<file path="src/rtl/dmem_arb_pkg.sv">
// Shared types and constants for the two-port data-memory arbiter.
package dmem_arb_pkg;

  typedef enum logic [1:0] {
    IDLE   = 2'd0,
    ACCESS = 2'd1,
    RESP   = 2'd2
  } state_t;

  localparam logic PORT0 = 1'b0;
  localparam logic PORT1 = 1'b1;

  localparam int DEFAULT_DEPTH = 256;

endpackage

</file>
<file path="src/rtl/dmem_arbiter_rr_pick2.sv">
// Two-way round-robin pick; a masked port is treated as not requesting.
module rr_pick2
  import dmem_arb_pkg::*;
(
  input  logic req0,
  input  logic req1,
  input  logic last,
  input  logic mask_en,
  input  logic mask_id,
  output logic grant_valid,
  output logic grant_id
);

  logic r0;
  logic r1;

  assign r0 = req0 & ~(mask_en & (mask_id == PORT0));
  assign r1 = req1 & ~(mask_en & (mask_id == PORT1));

  assign grant_valid = r0 | r1;
  // On a tie the port that was not served last wins.
  assign grant_id = (r0 & r1) ? ~last : r1;

endmodule

</file>
<file path="src/rtl/dmem_arbiter.sv">
// Round-robin arbiter/sequencer for the single-port data memory.
// Optional range check is compiled in with DMEM_ARB_RANGE_CHECK_EN.
module dmem_arbiter
  import dmem_arb_pkg::*;
#(
  parameter int AW    = 16,
  parameter int DW    = 16,
  parameter int DEPTH = DEFAULT_DEPTH
) (
  input  logic          clk,
  input  logic          rst_n,
  input  logic          req0,
  input  logic          req1,
  input  logic          we0,
  input  logic          we1,
  input  logic [AW-1:0] addr0,
  input  logic [AW-1:0] addr1,
  input  logic [DW-1:0] wdata0,
  input  logic [DW-1:0] wdata1,
  output logic          ack0,
  output logic          ack1,
  output logic [DW-1:0] rdata0,
  output logic [DW-1:0] rdata1,
  output logic          err0,
  output logic          err1,
  output logic [AW-1:0] mem_a,
  output logic [DW-1:0] mem_wd,
  output logic          mem_we,
  output logic          mem_re,
  input  logic [DW-1:0] mem_rd
);

`ifdef DMEM_ARB_RANGE_CHECK_EN
  localparam logic RANGE_CHECK = 1'b1;
`else
  localparam logic RANGE_CHECK = 1'b0;
`endif

  localparam logic [AW:0] DEPTH_W = (AW+1)'(DEPTH);

  state_t        state;
  logic          last;
  logic          served;
  logic          we_r;
  logic          oob;
  logic          grant_valid;
  logic          grant_id;
  logic          sel_we;
  logic [AW-1:0] sel_addr;
  logic [DW-1:0] sel_wdata;
  logic          sel_oob;

  // In RESP the served port still holds req high, so it is masked out.
  rr_pick2 u_pick (
    .req0        (req0),
    .req1        (req1),
    .last        (last),
    .mask_en     (state == RESP),
    .mask_id     (served),
    .grant_valid (grant_valid),
    .grant_id    (grant_id)
  );

  always_comb begin
    sel_we    = we0;
    sel_addr  = addr0;
    sel_wdata = wdata0;
    if (grant_id == PORT1) begin
      sel_we    = we1;
      sel_addr  = addr1;
      sel_wdata = wdata1;
    end
  end

  assign sel_oob = RANGE_CHECK & ({1'b0, sel_addr} >= DEPTH_W);

  // Strobes decode from state so an async reset kills a write in flight.
  assign mem_we = (state == ACCESS) &  we_r & ~oob;
  assign mem_re = (state == ACCESS) & ~we_r & ~oob;

  always_ff @(posedge clk or negedge rst_n) begin
    if (!rst_n) begin
      state  <= IDLE;
      last   <= PORT1;
      served <= PORT0;
      we_r   <= 1'b0;
      oob    <= 1'b0;
      mem_a  <= '0;
      mem_wd <= '0;
      ack0   <= 1'b0;
      ack1   <= 1'b0;
      rdata0 <= '0;
      rdata1 <= '0;
      err0   <= 1'b0;
      err1   <= 1'b0;
    end else begin
      ack0 <= 1'b0;
      ack1 <= 1'b0;
      case (state)
        IDLE, RESP: begin
          if (grant_valid) begin
            served <= grant_id;
            we_r   <= sel_we;
            mem_a  <= sel_addr;
            mem_wd <= sel_wdata;
            oob    <= sel_oob;
            state  <= ACCESS;
          end else begin
            state <= IDLE;
          end
        end
        ACCESS: begin
          last  <= served;
          state <= RESP;
          if (served == PORT0) begin
            ack0   <= 1'b1;
            err0   <= oob;
            rdata0 <= (we_r | oob) ? '0 : mem_rd;
          end else begin
            ack1   <= 1'b1;
            err1   <= oob;
            rdata1 <= (we_r | oob) ? '0 : mem_rd;
          end
        end
        default: state <= IDLE;
      endcase
    end
  end

endmodule

</file>
<file path="config.mk">
export PLATFORM = sky130hd
export DESIGN_NAME = dmem_arbiter
export DESIGN_NICKNAME = d
export VERILOG_FILES = /design/src/rtl/dmem_arb_pkg.sv /design/src/rtl/dmem_arbiter_rr_pick2.sv /design/src/rtl/dmem_arbiter.sv
export SDC_FILE = /design/constraint.sdc
export NUM_CORES = 1
export LEC_CHECK = 0
export CORE_MARGIN = 10
export CORE_UTILIZATION = 36
export CTS_CLUSTER_DIAMETER = 150
export DETAILED_ROUTE_END_ITERATION = 16
export PLACE_DENSITY = 0.8
export SLEW_MARGIN = 20
export SYNTH_ARGS = -nofsm -noshare
export SYNTH_HDL_FRONTEND = slang
export SYNTH_SLANG_ARGS = --single-unit
</file>
<file path="constraint.sdc">
create_clock -name clk -period 1.8 [get_ports clk]
set_input_delay 0.36 -clock clk [delete_from_list [all_inputs] [get_ports clk]]
set_output_delay 0.36 -clock clk [all_outputs]
set_load 0.005 [all_outputs]
</file>
# ---- Yosys cells after proc, flatten, opt, wreduce, memory -nomap -nowiden
# Cells that the tools add are included.
dict set report totals {
  regBits 71
  in_bits 86
  wordCells 41
}
dict set report op_classes {
  eq_ne 2
  mux 11
  n_bitwise 13
  reduce_logical 5
}
# operator count
set op_table {}
lappend op_table {{two-way mux 16 bit} 3}
lappend op_table {{AND 1 bit} 7}
lappend op_table {{two-way mux 1 bit} 7}
lappend op_table {{AND reduction 2 bit} 3}
lappend op_table {{inverter 1 bit} 5}
lappend op_table {{case mux 2 bit (2 select lines)} 1}
lappend op_table {{equality test 2 x 1 -> 1 bit, second input constant} 1}
lappend op_table {{equality test 2 bit, second input constant} 1}
lappend op_table {{zero test 2 bit} 1}
lappend op_table {{OR reduction 2 bit} 1}
lappend op_table {{OR 1 bit} 1}

# ---- Logic depth before layout (Yosys ltp)
# Gate-level depths: netlist (run 1).
dict set report logic_depth {
  depth_word 7
  depth_mapped 5
  ltp_nobuf 4
}

# ---- Hierarchy
# Synthesis (run 1) repeated with hierarchy kept, for this count alone.
dict set report hier_totals {
  hier_cells 217
  hier_area_um2 3299.4
}
# mod n_inst cells_per_inst area_per_inst_um2 seq_area_each_um2
set modules_own_cells {}
lappend modules_own_cells {dmem_arbiter 1 210 3263.1 1778.0}
lappend modules_own_cells {rr_pick2 1 7 36.3 0.0}

# ---- Least setup slack after synthesis (run 1)
# Ideal clock, no wire load.
dict set report synth_path {
  path_kind {reg-to-reg}
  startpoint {reg state[1]}
  endpoint {reg mem_a[1]}
  arrival_time_ns 1.714
  slack_ns -0.039
  stages_incl_launch_ff 6
  synth_period_minus_slack_ns 1.839
  path_cell_list {dfrtp_1 -> and2b_1 -> o211ai_4 -> buf_2 -> mux2_2 -> mux2_2}
}
dict set report synth_between {
  elab_chain_len 7
  word_cells_on_any_way 14
}
# element line
set synth_lines {}
lappend synth_lines {{start: declaration} dmem_arbiter.sv:41} ;# state_t state;
lappend synth_lines {{start signal: assignment} dmem_arbiter.sv:83} ;# state <= IDLE;
lappend synth_lines {{start signal: assignment} dmem_arbiter.sv:107} ;# state <= ACCESS;
lappend synth_lines {{start signal: assignment} dmem_arbiter.sv:109} ;# state <= IDLE;
lappend synth_lines {{equality test 2 bit} {dmem_arbiter.sv:58, dmem_arbiter.sv:99}}
lappend synth_lines {{AND 1 bit (on tied branches)} {dmem_arbiter_rr_pick2.sv:17, dmem_arbiter_rr_pick2.sv:18}}
lappend synth_lines {{inverter 1 bit (on tied branches)} {dmem_arbiter_rr_pick2.sv:17, dmem_arbiter_rr_pick2.sv:18}}
lappend synth_lines {{AND 1 bit (on tied branches)} {dmem_arbiter_rr_pick2.sv:17, dmem_arbiter_rr_pick2.sv:18}}
lappend synth_lines {{AND 1 bit} dmem_arbiter_rr_pick2.sv:22} ;# assign grant_id = (r0 & r1) ? ~last : r1;
lappend synth_lines {{two-way mux 1 bit} dmem_arbiter_rr_pick2.sv:22}
lappend synth_lines {{two-way mux 16 bit} dmem_arbiter.sv:68} ;# if (grant_id == PORT1) begin
lappend synth_lines {{end signal: assignment} dmem_arbiter.sv:104} ;# mem_a <= sel_addr;
lappend synth_lines {{end: declaration} dmem_arbiter.sv:26} ;# output logic [AW-1:0] mem_a,
# Parallel ways exist; a longest one is shown, timed or not.
# A chain may end at the register's enable or synchronous reset.

# ---- Worst setup path after layout (run 1)
dict set report layout_path {
  startpoint {reg last}
  endpoint {reg mem_wd[0]}
}
dict set report layout_between {
  elab_chain_len 3
}
# element line
set layout_lines {}
lappend layout_lines {{start: declaration} dmem_arbiter.sv:42} ;# logic last;
lappend layout_lines {{start signal: assignment} dmem_arbiter.sv:113} ;# last <= served;
lappend layout_lines {{inverter 1 bit} dmem_arbiter_rr_pick2.sv:22}
lappend layout_lines {{two-way mux 1 bit} dmem_arbiter_rr_pick2.sv:22}
lappend layout_lines {{two-way mux 16 bit} dmem_arbiter.sv:68}
lappend layout_lines {{end signal: assignment} dmem_arbiter.sv:105} ;# mem_wd <= sel_wdata;
lappend layout_lines {{end: declaration} dmem_arbiter.sv:27} ;# output logic [DW-1:0] mem_wd,
# Every way passes these cells.

==> results.py, run 1 <==
metrics = {
    "power": {
        "powerDensity_nw_per_um2": 1570,
        "total_power_mw": 8.376,
        "p_leak_nw": 2.416,
        "ir_drop_mv": 0.6107,
    },
    "cells_and_area": {
        "final_util": 0.6428,
        "antenna_cells": 0,
        "drive_gt1_frac": 0.2412,
        "area_growth_syn_to_layout_pct": 71.94,
        "finalInstanceArea_um2": 5335,
        "stdcell_count": 532,
        "nets": 508,
        "layout_common_cells": "clkdlybuf4s50_1 (149), dfrtp_1 (70), nand2_1 (50)",
        "final_common_cell": "clkdlybuf4s50_1",
    },
    "floorplanning": {
        "die_area_um2": 12730,
        "die_w_um": 112.8,
        "rows": 33,
        "coreArea_um2": 8299,
        "initial_core_util": 0.3739,
        "die_y_um": 112.8,
        "ioPinCount": 156,
    },
    "grt": {
        "grt_usage": 0.1410,
        "grt_pass1_wl_um": 14480,
        "top_usage_layer": "met2",
        "grt_pass1_vias": 2663,
        "antenna_found_initial": 0,
        "grt_use_met1": 0.1708,
        "use_met3": 0.07184,
        "met2_usage": 0.2151,
        "grt.overflow.total": 0,
        "grt_max_degree": 41,
    },
    "synthesis": {
        "yosys.cell_types.count": 23,
        "yosysSeqAreaShare": 0.5730,
        "synth.cell_area_um2": 3103,
        "yosys_warnings": 0,
        "synthCells": 253,
        "syn_area_per_cell_um2": 12.26,
        "synth_seq_cells": 71,
    },
    "clocking": {
        "cts_num_sinks": 71,
        "cts_tree": "yes",
        "clockBufferDepth": 2,
        "cts_made_buffers": 9,
        "cts_root_buf": "clkbuf_8",
        "h-tree-depth": 3,
        "clkTransAtPathRegs_ns": 0.08,
        "clk_latency_ns": 0.34,
    },
    "sta": {
        "slew_viol_final": 0,
        "layout_setup_ws_ns": -0.005445,
        "finClkSkew_ns": 0.007141,
        "fmax_mhz": 553.9,
        "rsz0062_at_grt": "true",
        "finalCritPeriodShare": 1.003,
        "setup_viol": 7,
        "hold_viol_final": 0,
        "fin_crit_ns": 1.805,
    },
    "placed_design": {
        "hpwl_um": 7021,
        "dpl.cell_count": 511,
        "io_buffer_count": 153,
        "gp_congestion": 0.6912,
        "place_area_um2": 4813,
    },
    "critical_path": {
        "reg2reg_depth": 6,
        "critical_path_class": "register to register",
        "crit_path_max_fanout": 6,
        "r2r_start": "last",
        "crit_top_cell": "mux2_2",
        "slowest_stage": "dfstp_2",
        "worst_path_largest_cell_delay_ns": 0.54,
        "path_cells": "nand2_2 -> o211ai_4 -> buf_12 -> buf_6 -> mux2_2 -> mux2_2",
        "required_ns": 2.03,
        "timing.rr.end": "mem_wd[0]",
        "crit_path_start": "last",
        "reg2reg_slack_ns": -0.005,
        "start_kind": "register",
        "endpoint_kind": "register",
        "arrival_ns": 2.04,
    },
    "drt": {
        "initialDrtViolationCount": 121,
        "drc": 0,
        "firstDrtPassIters": 4,
        "wl_um": 9705,
        "vias": 2525,
        "ant_nets": 0,
        "wl_per_cell_um": 18.24,
        "routed_via_density": 4.746,
    },
    "hold_path": {
        "min-delay-start": "rdata1[14]",
        "hold_path_depth": 2,
        "hold_class": "register to register",
        "hold_end": "rdata1[14]",
    },
    "outcome": {
        "violations": "negative setup slack",
        "status": "finished with violations",
    },
    "flow_run": {
        "maxCapViolCount": 0,
    },
}
per-layer routing:
metal / wire length [um] / vias up
li1: - / 1191
met1: 4184 / 1216
met2: 4466 / 111
met3: 969 / 7
met4: 85 / 0
met5: 0 / -
flip-flops by register name, indices dropped and copies added (netlist names):
| signal | flops |
|---|---|
| ack1 | 1 |
| state | 2 |
| ack0 | 1 |
| rdata1 | 16 |
| mem_a | 16 |
| last | 1 |
| mem_wd | 16 |
| rdata0 | 16 |
| served | 1 |
| we_r | 1 |
cells by family (layout without fill, tap and decap cells):
group | count (synthesis) | in the layout | synth area share
flops | 71 | 71 | 0.5730
mux | 67 | 67 | 0.2419
simple gates | 59 | 59 | 0.07702
compound gates | 35 | 35 | 0.06976
buf+inv | 20 | 193 | 0.03709
other cells | 1 | 2 | 0.001209
layout make-up:
| class | instances | area, um2 |
|---|---|---|
| sequential | 71 | 1778 |
| clock buffer | 9 | 123.9 |
| multi-input combinational | 163 | 1400 |
| inverter | 5 | 18.77 |
| clock inverter | 7 | 96.34 |
| timing repair buffer | 172 | 1787 |
| tap | 105 | 131.4 |
| fill | 628 | 2964 |
worst max-delay path by stage:
stage	endpoint	depth (start not counted)
final	mem_wd[0]	6
after CTS	mem_a[15]	5
after global routing	mem_wd[2]	6
after global placement	mem_a[15]	6
after detailed placement	mem_a[15]	6
after floorplan	mem_a[1]	5
critical path: cells and delay by family (launching register included):
family,cells,cell delay [ns]
muxes,2,0.59
DFF,1,0.54
buffers and inverters,2,0.30
AOI/OAI and AO/OA,1,0.20
and+or+nand+nor,1,0.07
cells in the mapped netlist, drive strengths merged:
master  number  area [um2]
nor2b        1       6.260
dfstp        1       26.28
nand3b       1       7.510
mux2        64       720.7
dfrtp       70        1752
nor2         2       7.510
buf          8       70.06
o211ai       1       21.27
conb         1       3.750
mux2i        3       30.03
nand2       51       191.4
clkinv       1       3.750
a21oi        1       8.760
clkbuf       7       26.28
and2b        1       7.510
o21ai       32       160.2
inv          4       15.01
nand2b       1       6.260
and2         2       12.51
a311oi       1       26.28
timing repair:
item                                    CTS  global route
endpoints found under the setup margin   18            32
resized for setup                         4            55
hold endpoints to repair                 30             0
buffers inserted                          0             1
pin swaps                                 1             1
hold buffers                              1             0
gates cloned                              0             3
per-stage QoR:
step | hold WS (ns) | setup TNS [ns] | setup WS [ns]
after floorplan | 0.06441 | -0.6992 | -0.03879
after global placement | 0.3360 | -10.00 | -0.3260
after detailed placement | 0.3357 | -11.97 | -0.3902
after CTS | 0.4903 | -0.2605 | -0.03185
after global routing | 0.5130 | -1.070 | -0.06202
final | 0.4853 | -0.01854 | -0.005445
report_power, final:
part | leakage (nW) | switching, mW | internal [mW] | total [mW]
Sequential | 0.878 | 0.413 | 2.36 | 2.77
Combinational | 1.42 | 1.51 | 2.68 | 4.19
Clock | 0.114 | 0.625 | 0.785 | 1.41
Total | 2.42 | 2.55 | 5.82 | 8.38
Note: power is estimated with default switching activity, not from simulation.
==> run 2: changes to the inputs <==
--- a/config.mk
+++ b/config.mk
@@ -5,6 +5,7 @@
 export SDC_FILE = /design/constraint.sdc
 export NUM_CORES = 1
 export LEC_CHECK = 0
+export ABC_CLOCK_PERIOD_IN_PS = 1800
 export CORE_MARGIN = 10
 export CORE_UTILIZATION = 36
 export CTS_CLUSTER_DIAMETER = 150
==> results of run 2 <==
No change in the layout: final DEF, timing and power equal those of run 1.
==> run 3: changes to the inputs <==
--- a/config.mk
+++ b/config.mk
@@ -5,7 +5,6 @@
 export SDC_FILE = /design/constraint.sdc
 export NUM_CORES = 1
 export LEC_CHECK = 0
-export ABC_CLOCK_PERIOD_IN_PS = 1800
 export CORE_MARGIN = 10
 export CORE_UTILIZATION = 36
 export CTS_CLUSTER_DIAMETER = 150
==> results of run 3 <==
No change in the layout: final DEF, timing and power equal those of run 1.
